==> src/rtl/rename_pkg.sv <==
// Shared types and configuration for the register-renaming core.
// NUM_AREGS, NUM_TAGS and NUM_CDB live here so that the interface, the free
// list, the top level and any bench all see one consistent configuration.
package rename_pkg;

  localparam int NUM_AREGS = 32;  // register 0 is never renamed
  localparam int NUM_TAGS  = 64;  // power of 2, >= 2
  localparam int NUM_CDB   = 2;   // >= 1

  localparam int AREG_W = $clog2(NUM_AREGS);
  localparam int TAG_W  = $clog2(NUM_TAGS);
  localparam int SEL_W  = $clog2(NUM_CDB) + 1;

  typedef logic [AREG_W-1:0] areg_t;
  typedef logic [TAG_W-1:0]  tag_t;
  typedef logic [TAG_W:0]    count_t;
  typedef logic [SEL_W-1:0]  sel_t;

  typedef struct packed {
    logic valid;
    tag_t tag;
  } rst_entry_t;

  // Extract the tag carried by CDB channel k from the flattened bus.
  function automatic tag_t cdb_tag_at(input logic [NUM_CDB*TAG_W-1:0] tags, input int k);
    return tags[k*TAG_W +: TAG_W];
  endfunction

endpackage

==> src/rtl/rename_if.sv <==
// Dispatch, CDB and register-file-write signals of the rename unit.
// master: decoder/CDB side; slave: the rename unit itself.
interface rename_if;
  import rename_pkg::*;

  logic                       flush;
  logic                       dpch_valid;
  logic                       dpch_ready;
  areg_t                      dpch_rs1;
  areg_t                      dpch_rs2;
  areg_t                      dpch_rd;
  logic                       dpch_rd_we;

  tag_t                       rs1_tag;
  logic                       rs1_tag_valid;
  logic                       rs1_fw_valid;
  sel_t                       rs1_fw_sel;
  tag_t                       rs2_tag;
  logic                       rs2_tag_valid;
  logic                       rs2_fw_valid;
  sel_t                       rs2_fw_sel;

  tag_t                       rd_tag;
  logic                       rd_tag_valid;

  logic [NUM_CDB-1:0]         cdb_valid;
  logic [NUM_CDB*TAG_W-1:0]   cdb_tag;
  logic [NUM_CDB-1:0]         rf_we;
  logic [NUM_CDB*AREG_W-1:0]  rf_rd;
  count_t                     free_count;

  modport master (
    output flush, dpch_valid, dpch_rs1, dpch_rs2, dpch_rd, dpch_rd_we, cdb_valid, cdb_tag,
    input  dpch_ready, rs1_tag, rs1_tag_valid, rs1_fw_valid, rs1_fw_sel,
           rs2_tag, rs2_tag_valid, rs2_fw_valid, rs2_fw_sel,
           rd_tag, rd_tag_valid, rf_we, rf_rd, free_count
  );

  modport slave (
    input  flush, dpch_valid, dpch_rs1, dpch_rs2, dpch_rd, dpch_rd_we, cdb_valid, cdb_tag,
    output dpch_ready, rs1_tag, rs1_tag_valid, rs1_fw_valid, rs1_fw_sel,
           rs2_tag, rs2_tag_valid, rs2_fw_valid, rs2_fw_sel,
           rd_tag, rd_tag_valid, rf_we, rf_rd, free_count
  );

endinterface

==> src/rtl/rename_free_list.sv <==
// Circular FIFO of free physical tags: NUM_CDB push ports (channel 0 first),
// one pop port. Reset and flush refill it with tags 0..NUM_TAGS-1 in order.
// A tag pushed in a cycle is only visible at the head from the next cycle.
module rename_free_list
  import rename_pkg::*;
(
  input  logic                     clk,
  input  logic                     rst,
  input  logic                     flush,
  input  logic [NUM_CDB-1:0]       push_valid,
  input  logic [NUM_CDB*TAG_W-1:0] push_tag,
  input  logic                     pop,
  output tag_t                     head,
  output count_t                   count
);

  tag_t   mem [NUM_TAGS];
  tag_t   head_ptr;
  tag_t   tail_ptr;
  count_t count_q;
  tag_t   slot [NUM_CDB];
  tag_t   tail_next;
  count_t push_cnt;

  // Give each pushing channel its own consecutive slot behind the tail
  // NOTE: blocking '=' is correct in combinational logic: tail_next must
  // accumulate channel by channel within one evaluation; flops use '<='.
  always_comb begin
    // NOTE: every combinational output gets a default first so no path
    // leaves it unassigned, which would infer a latch.
    tail_next = tail_ptr;
    push_cnt  = '0;
    for (int k = 0; k < NUM_CDB; k++) begin
      slot[k] = tail_next;
      if (push_valid[k]) begin
        tail_next = tail_next + tag_t'(1);
        push_cnt  = push_cnt + count_t'(1);
      end
    end
  end

  // FIFO storage, pointers and occupancy; pointers wrap modulo NUM_TAGS
  always_ff @(posedge clk or negedge rst) begin
    if (!rst) begin
      head_ptr <= '0;
      tail_ptr <= '0;
      count_q  <= count_t'(NUM_TAGS);
      // NOTE: this storage is reset on purpose: its reset content is the
      // initial free list, not don't-care data.
      for (int i = 0; i < NUM_TAGS; i++) mem[i] <= tag_t'(i);
    end else if (flush) begin
      head_ptr <= '0;
      tail_ptr <= '0;
      count_q  <= count_t'(NUM_TAGS);
      for (int i = 0; i < NUM_TAGS; i++) mem[i] <= tag_t'(i);
    end else begin
      assert (int'(count_q) + int'(push_cnt) - int'(pop) <= NUM_TAGS);
      assert (!(pop && count_q == '0));
      for (int k = 0; k < NUM_CDB; k++) begin
        if (push_valid[k]) mem[slot[k]] <= cdb_tag_at(push_tag, k);
      end
      tail_ptr <= tail_next;
      if (pop) head_ptr <= head_ptr + tag_t'(1);
      count_q <= count_q + push_cnt - count_t'(pop);
    end
  end

  assign head  = mem[head_ptr];
  assign count = count_q;

endmodule

==> src/rtl/rename_unit.sv <==
// Register-renaming core: register status table (RST), CDB retire/forward
// matching and the dispatch handshake around a tag free list.
// Optional feature: define RENAME_STALL_CNT_EN to add the 32-bit saturating
// stall_cnt output (cycles with dpch_valid & ~dpch_ready, cleared by rst only).
module rename_unit
  import rename_pkg::*;
(
  input logic      clk,
  input logic      rst,
  rename_if.slave  bus
`ifdef RENAME_STALL_CNT_EN
  , output logic [31:0] stall_cnt
`endif
);

  rst_entry_t         rst_tab [NUM_AREGS];
  tag_t               head;
  count_t             count;
  logic               need_tag;
  logic               ready;
  logic               alloc;
  logic               pop;
  logic [NUM_CDB-1:0] hit;
  areg_t              hit_r [NUM_CDB];
  rst_entry_t         rs1_e;
  rst_entry_t         rs2_e;
  logic               rs1_pend;
  logic               rs2_pend;
  logic [SEL_W:0]     fw1;
  logic [SEL_W:0]     fw2;

  // {hit, lowest matching channel} for a tag against this cycle's CDB
  function automatic logic [SEL_W:0] fw_lookup(input tag_t t,
                                               input logic [NUM_CDB-1:0] v,
                                               input logic [NUM_CDB*TAG_W-1:0] tags);
    logic found;
    sel_t sel;
    found = 1'b0;
    sel   = '0;
    for (int k = NUM_CDB - 1; k >= 0; k--) begin
      if (v[k] && cdb_tag_at(tags, k) == t) begin
        found = 1'b1;
        sel   = sel_t'(k);
      end
    end
    return {found, sel};
  endfunction

  rename_free_list u_free_list (
    .clk        (clk),
    .rst        (rst),
    .flush      (bus.flush),
    .push_valid (bus.cdb_valid),
    .push_tag   (bus.cdb_tag),
    .pop        (pop),
    .head       (head),
    .count      (count)
  );

  // Dispatch handshake; readiness depends only on the registered free count
  always_comb begin
    need_tag         = bus.dpch_rd_we & (bus.dpch_rd != '0);
    ready            = ~need_tag | (count != '0);
    alloc            = bus.dpch_valid & ready & need_tag;
    pop              = alloc & ~bus.flush;
    bus.dpch_ready   = ready;
    bus.rd_tag       = head;
    bus.rd_tag_valid = alloc;
    bus.free_count   = count;
  end

  // Retire matching: find the RST entry still waiting on each broadcast tag
  always_comb begin
    bus.rf_rd = '0;
    for (int k = 0; k < NUM_CDB; k++) begin
      hit[k]   = 1'b0;
      hit_r[k] = '0;
      for (int r = NUM_AREGS - 1; r >= 1; r--) begin
        if (bus.cdb_valid[k] && rst_tab[r].valid && rst_tab[r].tag == cdb_tag_at(bus.cdb_tag, k)) begin
          hit[k]   = 1'b1;
          hit_r[k] = areg_t'(r);
        end
      end
      bus.rf_rd[k*AREG_W +: AREG_W] = hit_r[k];
    end
    bus.rf_we = hit;
  end

  // Source lookups see the mapping before this instruction's own rename
  always_comb begin
    rs1_e             = rst_tab[bus.dpch_rs1];
    rs2_e             = rst_tab[bus.dpch_rs2];
    rs1_pend          = (bus.dpch_rs1 != '0) & rs1_e.valid;
    rs2_pend          = (bus.dpch_rs2 != '0) & rs2_e.valid;
    fw1               = fw_lookup(rs1_e.tag, bus.cdb_valid, bus.cdb_tag);
    fw2               = fw_lookup(rs2_e.tag, bus.cdb_valid, bus.cdb_tag);
    bus.rs1_tag       = rs1_e.tag;
    bus.rs1_tag_valid = rs1_pend;
    bus.rs1_fw_valid  = rs1_pend & fw1[SEL_W];
    bus.rs1_fw_sel    = (rs1_pend & fw1[SEL_W]) ? fw1[SEL_W-1:0] : '0;
    bus.rs2_tag       = rs2_e.tag;
    bus.rs2_tag_valid = rs2_pend;
    bus.rs2_fw_valid  = rs2_pend & fw2[SEL_W];
    bus.rs2_fw_sel    = (rs2_pend & fw2[SEL_W]) ? fw2[SEL_W-1:0] : '0;
  end

  // RST update: retires clear first, a same-cycle rename of rd then wins
  always_ff @(posedge clk or negedge rst) begin
    if (!rst) begin
      for (int r = 0; r < NUM_AREGS; r++) rst_tab[r] <= '0;
    end else begin
      for (int j = 0; j < NUM_CDB; j++) begin
        for (int k = j + 1; k < NUM_CDB; k++) begin
          assert (!(bus.cdb_valid[j] && bus.cdb_valid[k] &&
                    cdb_tag_at(bus.cdb_tag, j) == cdb_tag_at(bus.cdb_tag, k)));
        end
      end
      if (bus.flush) begin
        for (int r = 0; r < NUM_AREGS; r++) rst_tab[r].valid <= 1'b0;
      end else begin
        for (int k = 0; k < NUM_CDB; k++) begin
          if (hit[k]) rst_tab[hit_r[k]].valid <= 1'b0;
        end
        if (alloc) rst_tab[bus.dpch_rd] <= '{valid: 1'b1, tag: head};
      end
    end
  end

`ifdef RENAME_STALL_CNT_EN
  // Saturating count of cycles where the decoder is held off
  always_ff @(posedge clk or negedge rst) begin
    if (!rst) begin
      stall_cnt <= '0;
    end else if (bus.dpch_valid && !ready && stall_cnt != '1) begin
      stall_cnt <= stall_cnt + 32'd1;
    end
  end
`endif

endmodule

==> src/flat_wrapper.sv <==
// flat-port wrapper written by rule: the top's interface ports become plain ports
module rename_unit_flat import rename_pkg::*;
  (clk, rst, bus_flush, bus_dpch_valid, bus_dpch_rs1, bus_dpch_rs2, bus_dpch_rd, bus_dpch_rd_we, bus_cdb_valid, bus_cdb_tag, bus_dpch_ready, bus_rs1_tag, bus_rs1_tag_valid, bus_rs1_fw_valid, bus_rs1_fw_sel, bus_rs2_tag, bus_rs2_tag_valid, bus_rs2_fw_valid, bus_rs2_fw_sel, bus_rd_tag, bus_rd_tag_valid, bus_rf_we, bus_rf_rd, bus_free_count);
  rename_if bus_i ();
  input logic clk;
  input logic rst;
  input wire logic [$bits(bus_i.flush)-1:0] bus_flush;
  input wire logic [$bits(bus_i.dpch_valid)-1:0] bus_dpch_valid;
  input wire logic [$bits(bus_i.dpch_rs1)-1:0] bus_dpch_rs1;
  input wire logic [$bits(bus_i.dpch_rs2)-1:0] bus_dpch_rs2;
  input wire logic [$bits(bus_i.dpch_rd)-1:0] bus_dpch_rd;
  input wire logic [$bits(bus_i.dpch_rd_we)-1:0] bus_dpch_rd_we;
  input wire logic [$bits(bus_i.cdb_valid)-1:0] bus_cdb_valid;
  input wire logic [$bits(bus_i.cdb_tag)-1:0] bus_cdb_tag;
  output wire logic [$bits(bus_i.dpch_ready)-1:0] bus_dpch_ready;
  output wire logic [$bits(bus_i.rs1_tag)-1:0] bus_rs1_tag;
  output wire logic [$bits(bus_i.rs1_tag_valid)-1:0] bus_rs1_tag_valid;
  output wire logic [$bits(bus_i.rs1_fw_valid)-1:0] bus_rs1_fw_valid;
  output wire logic [$bits(bus_i.rs1_fw_sel)-1:0] bus_rs1_fw_sel;
  output wire logic [$bits(bus_i.rs2_tag)-1:0] bus_rs2_tag;
  output wire logic [$bits(bus_i.rs2_tag_valid)-1:0] bus_rs2_tag_valid;
  output wire logic [$bits(bus_i.rs2_fw_valid)-1:0] bus_rs2_fw_valid;
  output wire logic [$bits(bus_i.rs2_fw_sel)-1:0] bus_rs2_fw_sel;
  output wire logic [$bits(bus_i.rd_tag)-1:0] bus_rd_tag;
  output wire logic [$bits(bus_i.rd_tag_valid)-1:0] bus_rd_tag_valid;
  output wire logic [$bits(bus_i.rf_we)-1:0] bus_rf_we;
  output wire logic [$bits(bus_i.rf_rd)-1:0] bus_rf_rd;
  output wire logic [$bits(bus_i.free_count)-1:0] bus_free_count;
  assign bus_i.flush = bus_flush;
  assign bus_i.dpch_valid = bus_dpch_valid;
  assign bus_i.dpch_rs1 = bus_dpch_rs1;
  assign bus_i.dpch_rs2 = bus_dpch_rs2;
  assign bus_i.dpch_rd = bus_dpch_rd;
  assign bus_i.dpch_rd_we = bus_dpch_rd_we;
  assign bus_i.cdb_valid = bus_cdb_valid;
  assign bus_i.cdb_tag = bus_cdb_tag;
  assign bus_dpch_ready = bus_i.dpch_ready;
  assign bus_rs1_tag = bus_i.rs1_tag;
  assign bus_rs1_tag_valid = bus_i.rs1_tag_valid;
  assign bus_rs1_fw_valid = bus_i.rs1_fw_valid;
  assign bus_rs1_fw_sel = bus_i.rs1_fw_sel;
  assign bus_rs2_tag = bus_i.rs2_tag;
  assign bus_rs2_tag_valid = bus_i.rs2_tag_valid;
  assign bus_rs2_fw_valid = bus_i.rs2_fw_valid;
  assign bus_rs2_fw_sel = bus_i.rs2_fw_sel;
  assign bus_rd_tag = bus_i.rd_tag;
  assign bus_rd_tag_valid = bus_i.rd_tag_valid;
  assign bus_rf_we = bus_i.rf_we;
  assign bus_rf_rd = bus_i.rf_rd;
  assign bus_free_count = bus_i.free_count;
  rename_unit u_core (.clk(clk), .rst(rst), .bus(bus_i));
endmodule
==> config.mk <==
export PLATFORM = sky130hd
export DESIGN_NAME = rename_unit_flat
export DESIGN_NICKNAME = d
export VERILOG_FILES = /design/src/rtl/rename_pkg.sv /design/src/rtl/rename_if.sv /design/src/rtl/rename_free_list.sv /design/src/rtl/rename_unit.sv /design/src/flat_wrapper.sv
export SDC_FILE = /design/constraint.sdc
export NUM_CORES = 2
export LEC_CHECK = 0
export CORE_UTILIZATION = 35
export CTS_CLUSTER_DIAMETER = 200
export DETAILED_ROUTE_END_ITERATION = 8
export PLACE_DENSITY = 0.56
export SYNTH_ARGS = -nofsm -noshare
export SYNTH_HDL_FRONTEND = slang
export SYNTH_SLANG_ARGS = --single-unit
==> constraint.sdc <==
create_clock -name clk -period 3.85 [get_ports clk]
set_clock_uncertainty 0.1 [all_clocks]
set_input_delay 0.5775 -clock clk [delete_from_list [all_inputs] [get_ports clk]]
set_output_delay 0.5775 -clock clk [all_outputs]
set_load 0.01 [all_outputs]
==> metrics.yaml <==
ir_drop_mv: 0.335
drt_drc_violations_left: 0
areaGrowthSynthToFinish_pct: 24.7
synthTopCellsByArea: "dfrtp_1 25%, dfstp_2 12%, mux4_2 10%, mux2i_1 8.0%, nand2_1 5.8%"
layout_setup_ws_ns: -0.493
fillers: 11600
timing.hold.worst_path_depth: 4
static-leakage-power_nw: 21.7
synth_commonest_cells: "665 x nand2_1, 433 x dfrtp_1, 350 x nor2_1"
clock_buffers_created_by_tritoncts: 78
finish.cell_count_without_fillers: 6545
timing.final.hold_violations: 0
synth_edf_count: 0
finalInstanceArea_mm2: 0.0533
dp_cells: 6358
cts.root.buffer_cell: "clkbuf_16"
power.density_mw_per_mm2: 347
share_of_the_synthesized_area_in_compound_gates_ao_oa_aoi_oai_pct: 10.1
kind_of_path_behind_the_tightest_hold_check: "in2reg"
grt_start_max_net_pins: 175
synth-main-ff-cell: "dfrtp_1"
tritoncts: "done"
grt_pass1_vias: 37700
crit_required_ns: 3.17
mappedNetlistArea_mm2: 0.0427
endpoint_kind: "primary output"
cap_violations: 0
worst_hold_startpoint: "bus_cdb_tag[11]"
detailedPlace.worstSlack_ns: -1.11
synth_largest_area_cell: "dfrtp_1"
fp.dieW_um: 351
area.sequential_mm2: 0.0160
number_of_storage_elements_in_the_synthesis_netlist: 626
synth_cell_type_count: 69
post_dp_cell_area_mm2: 0.0495
final_max_slew_viol_count: 0
avgSynthCellArea_um2: 9.65
yosys.area.top_type_share_pct: 25.4
post-route-util_pct: 44.2
floorplan.initialDensity_pct: 35.5
track_usage_pct: 29.0
grt_pass1_wl_um: 264000
synth-seq-area-share_pct: 37.2
post_synth_and_or_nand_nor_area_fraction_pct: 15.4
postSynthCellCount: 4429
synthXorXnorAreaFrac_pct: 8.57
crit_path_max_fanout: 2
post_route_cells_drive_above_1_share_pct: 32.9
cp-start-kind: "register"
detailed_placement_hpwl_um: 129000
insertion_delay_ns: 0.69
clock_input_transition_at_the_sequential_cells_of_the_worst_setup_and_hold_paths_ns: 0.06
synth_async_sr_flop_share_pct: 100
worst_r2r_endpoint: "u_core.rst_tab[41]"
timing.slew.headroom_pct: 16.6
drt_first_iter_violations: 4230
r2r_start: "u_core.rst_tab[169]"
yosysWarnings: 0
postRouteWirelength_um: 180000
outcome: "finished with violations"
main_combinational_cell_family_by_area_after_synthesis: "multiplexers"
fp.dieArea_mm2: 0.123
grt-ovfl-total: 0
place_congestion: 0.993
area_of_the_multi_input_gates_mm2: 0.0256
violations: "negative setup slack"
post-layout-total-power_mw: 18.5
fp.coreArea_mm2: 0.120
num-nets-final: 4922
post-route-period-util_pct: 113
ctsHtreeMaxLevel: 3
dominant_cell_by_count_in_the_synthesized_netlist: "nand2_1"
reg2reg_setup_slack_ns: 0.04
timing.reg2reg.worst_path_depth: 14
finalWorstPathRequiredPeriod_ns: 4.34
fin_tns_setup_ns: -2.86
cts_max_path_buffers: 3
placement.io_buffers: 78
final-setup-viol-count: 14
dr.pass1.iters: 6
grt_setup_unrepaired: "true"
hold_end: "u_core.u_free_list.mem[221]"
yosys.area_share.adder_pct: 0.457
num_antenna_cells: 0
critical_path_class: "reg2out"
peak_freq_mhz: 230
drt-vias-per-instance: 5.88
transition_time_at_the_pin_with_the_least_slew_margin_ns: 1.24
critPathArrivalTime_ns: 3.67
antenna_violations_before_repair: 7
routed-via-count: 38500
vertical_extent_of_the_die_um: 351
post_synthesis_mux_area_share_pct: 23.8
wire_per_inst_um: 27.5
whs_ns: 0.290
ant_nets: 0
fp-row-count: 127
clk_sink_count: 626
io_pins: 81
## layer usage
layer,vias up,wire length (µm),GRT usage (%)
met1,19400,75800,39.6
met4,4,8130,12.4
li1,16800,-,-
met5,-,32,0
met3,381,17100,6.94
met2,1970,79300,43.8
## area by class of cell
cell class                 count  area share [%]
inverter                      36           0.268
tap                         1612            3.78
sequential                   626            29.9
clock inverter                22           0.509
clock buffer                 118            4.38
timing repair buffer         782            13.2
multi-input combinational   3349            48.0
## flip-flops by register name, indices dropped and copies added (netlist names)
register,cells
u_core.u_free_list.mem,384
u_core.u_free_list.head_ptr,6
u_core.u_free_list.count,7
u_core.rst_tab,223
u_core.u_free_list.tail_ptr,6
## worst max-delay path, stage by stage, from the launching register on
cell and delay [ns]:
dfrtp_1 0.39, buf_6 0.13, mux4_2 0.46, mux4_2 0.57, mux2i_2 0.23, buf_4 0.17
xor2_2 0.11, nand4_1 0.13, or4_4 0.47, o21ai_4 0.19, buf_6 0.13
## what timing repair did
action                     in CTS  in global routing
setup endpoints to repair      34                 53
gates resized for setup       237                 89
cloned                          3                  1
hold buffers                    1                  0
hold endpoints to repair       23                  0
setup buffers                  44                 17
pin swaps                      51                 48
## how the worst max path moves through the flow
stage,start,to,cells after the start
final,u_core.rst_tab[116],bus_rs2_fw_valid,10
after global routing,u_core.rst_tab[116],bus_rs2_fw_valid,10
after CTS,u_core.rst_tab[116],bus_rs2_fw_valid,10
after detailed placement,bus_dpch_rs2[0],bus_rs2_fw_valid,12
after global placement,bus_dpch_rs2[0],bus_rs2_fw_valid,12
after floorplan,bus_dpch_rs1[1],bus_rs1_fw_valid,8
## logic make-up after synthesis
kind of cell / Yosys count
DFF: 626
buffers and inverters: 455
adders and majority gates: 15
muxes: 748
and+or+nand+nor: 1480
xor gates and xnor gates: 418
other: 1
AOI/OAI and AO/OA: 686
## power by group
| group | internal (mW) | switching (mW) |
|---|---|---|
| sequential | 6.81 | 0.301 |
| clock | 4.35 | 3.27 |
| combinational | 1.62 | 2.15 |
## placed cells by master (no fill, tap or decap), types with 24 or more instances in the layout
| cell type | instances |
|---|---|
| a211oi_1 | 99 |
| xor2_1 | 221 |
| mux2i_1 | 327 |
| nand4_1 | 73 |
| o211ai_1 | 24 |
| nand2_1 | 658 |
| dfrtp_2 | 33 |
| dfrtp_1 | 399 |
| o21ai_0 | 287 |
| buf_4 | 615 |
| nor4_1 | 54 |
| clkbuf_8 | 24 |
| nor2_1 | 347 |
| xnor2_1 | 194 |
| nand3_1 | 166 |
| clkbuf_16 | 79 |
| inv_1 | 31 |
| mux2_2 | 215 |
| a311oi_1 | 66 |
| buf_6 | 46 |
| a21oi_1 | 63 |
| dfstp_2 | 193 |
| mux4_2 | 192 |
| nor3_1 | 36 |
| buf_12 | 64 |
Note: power is estimated with default switching activity, not from simulation.
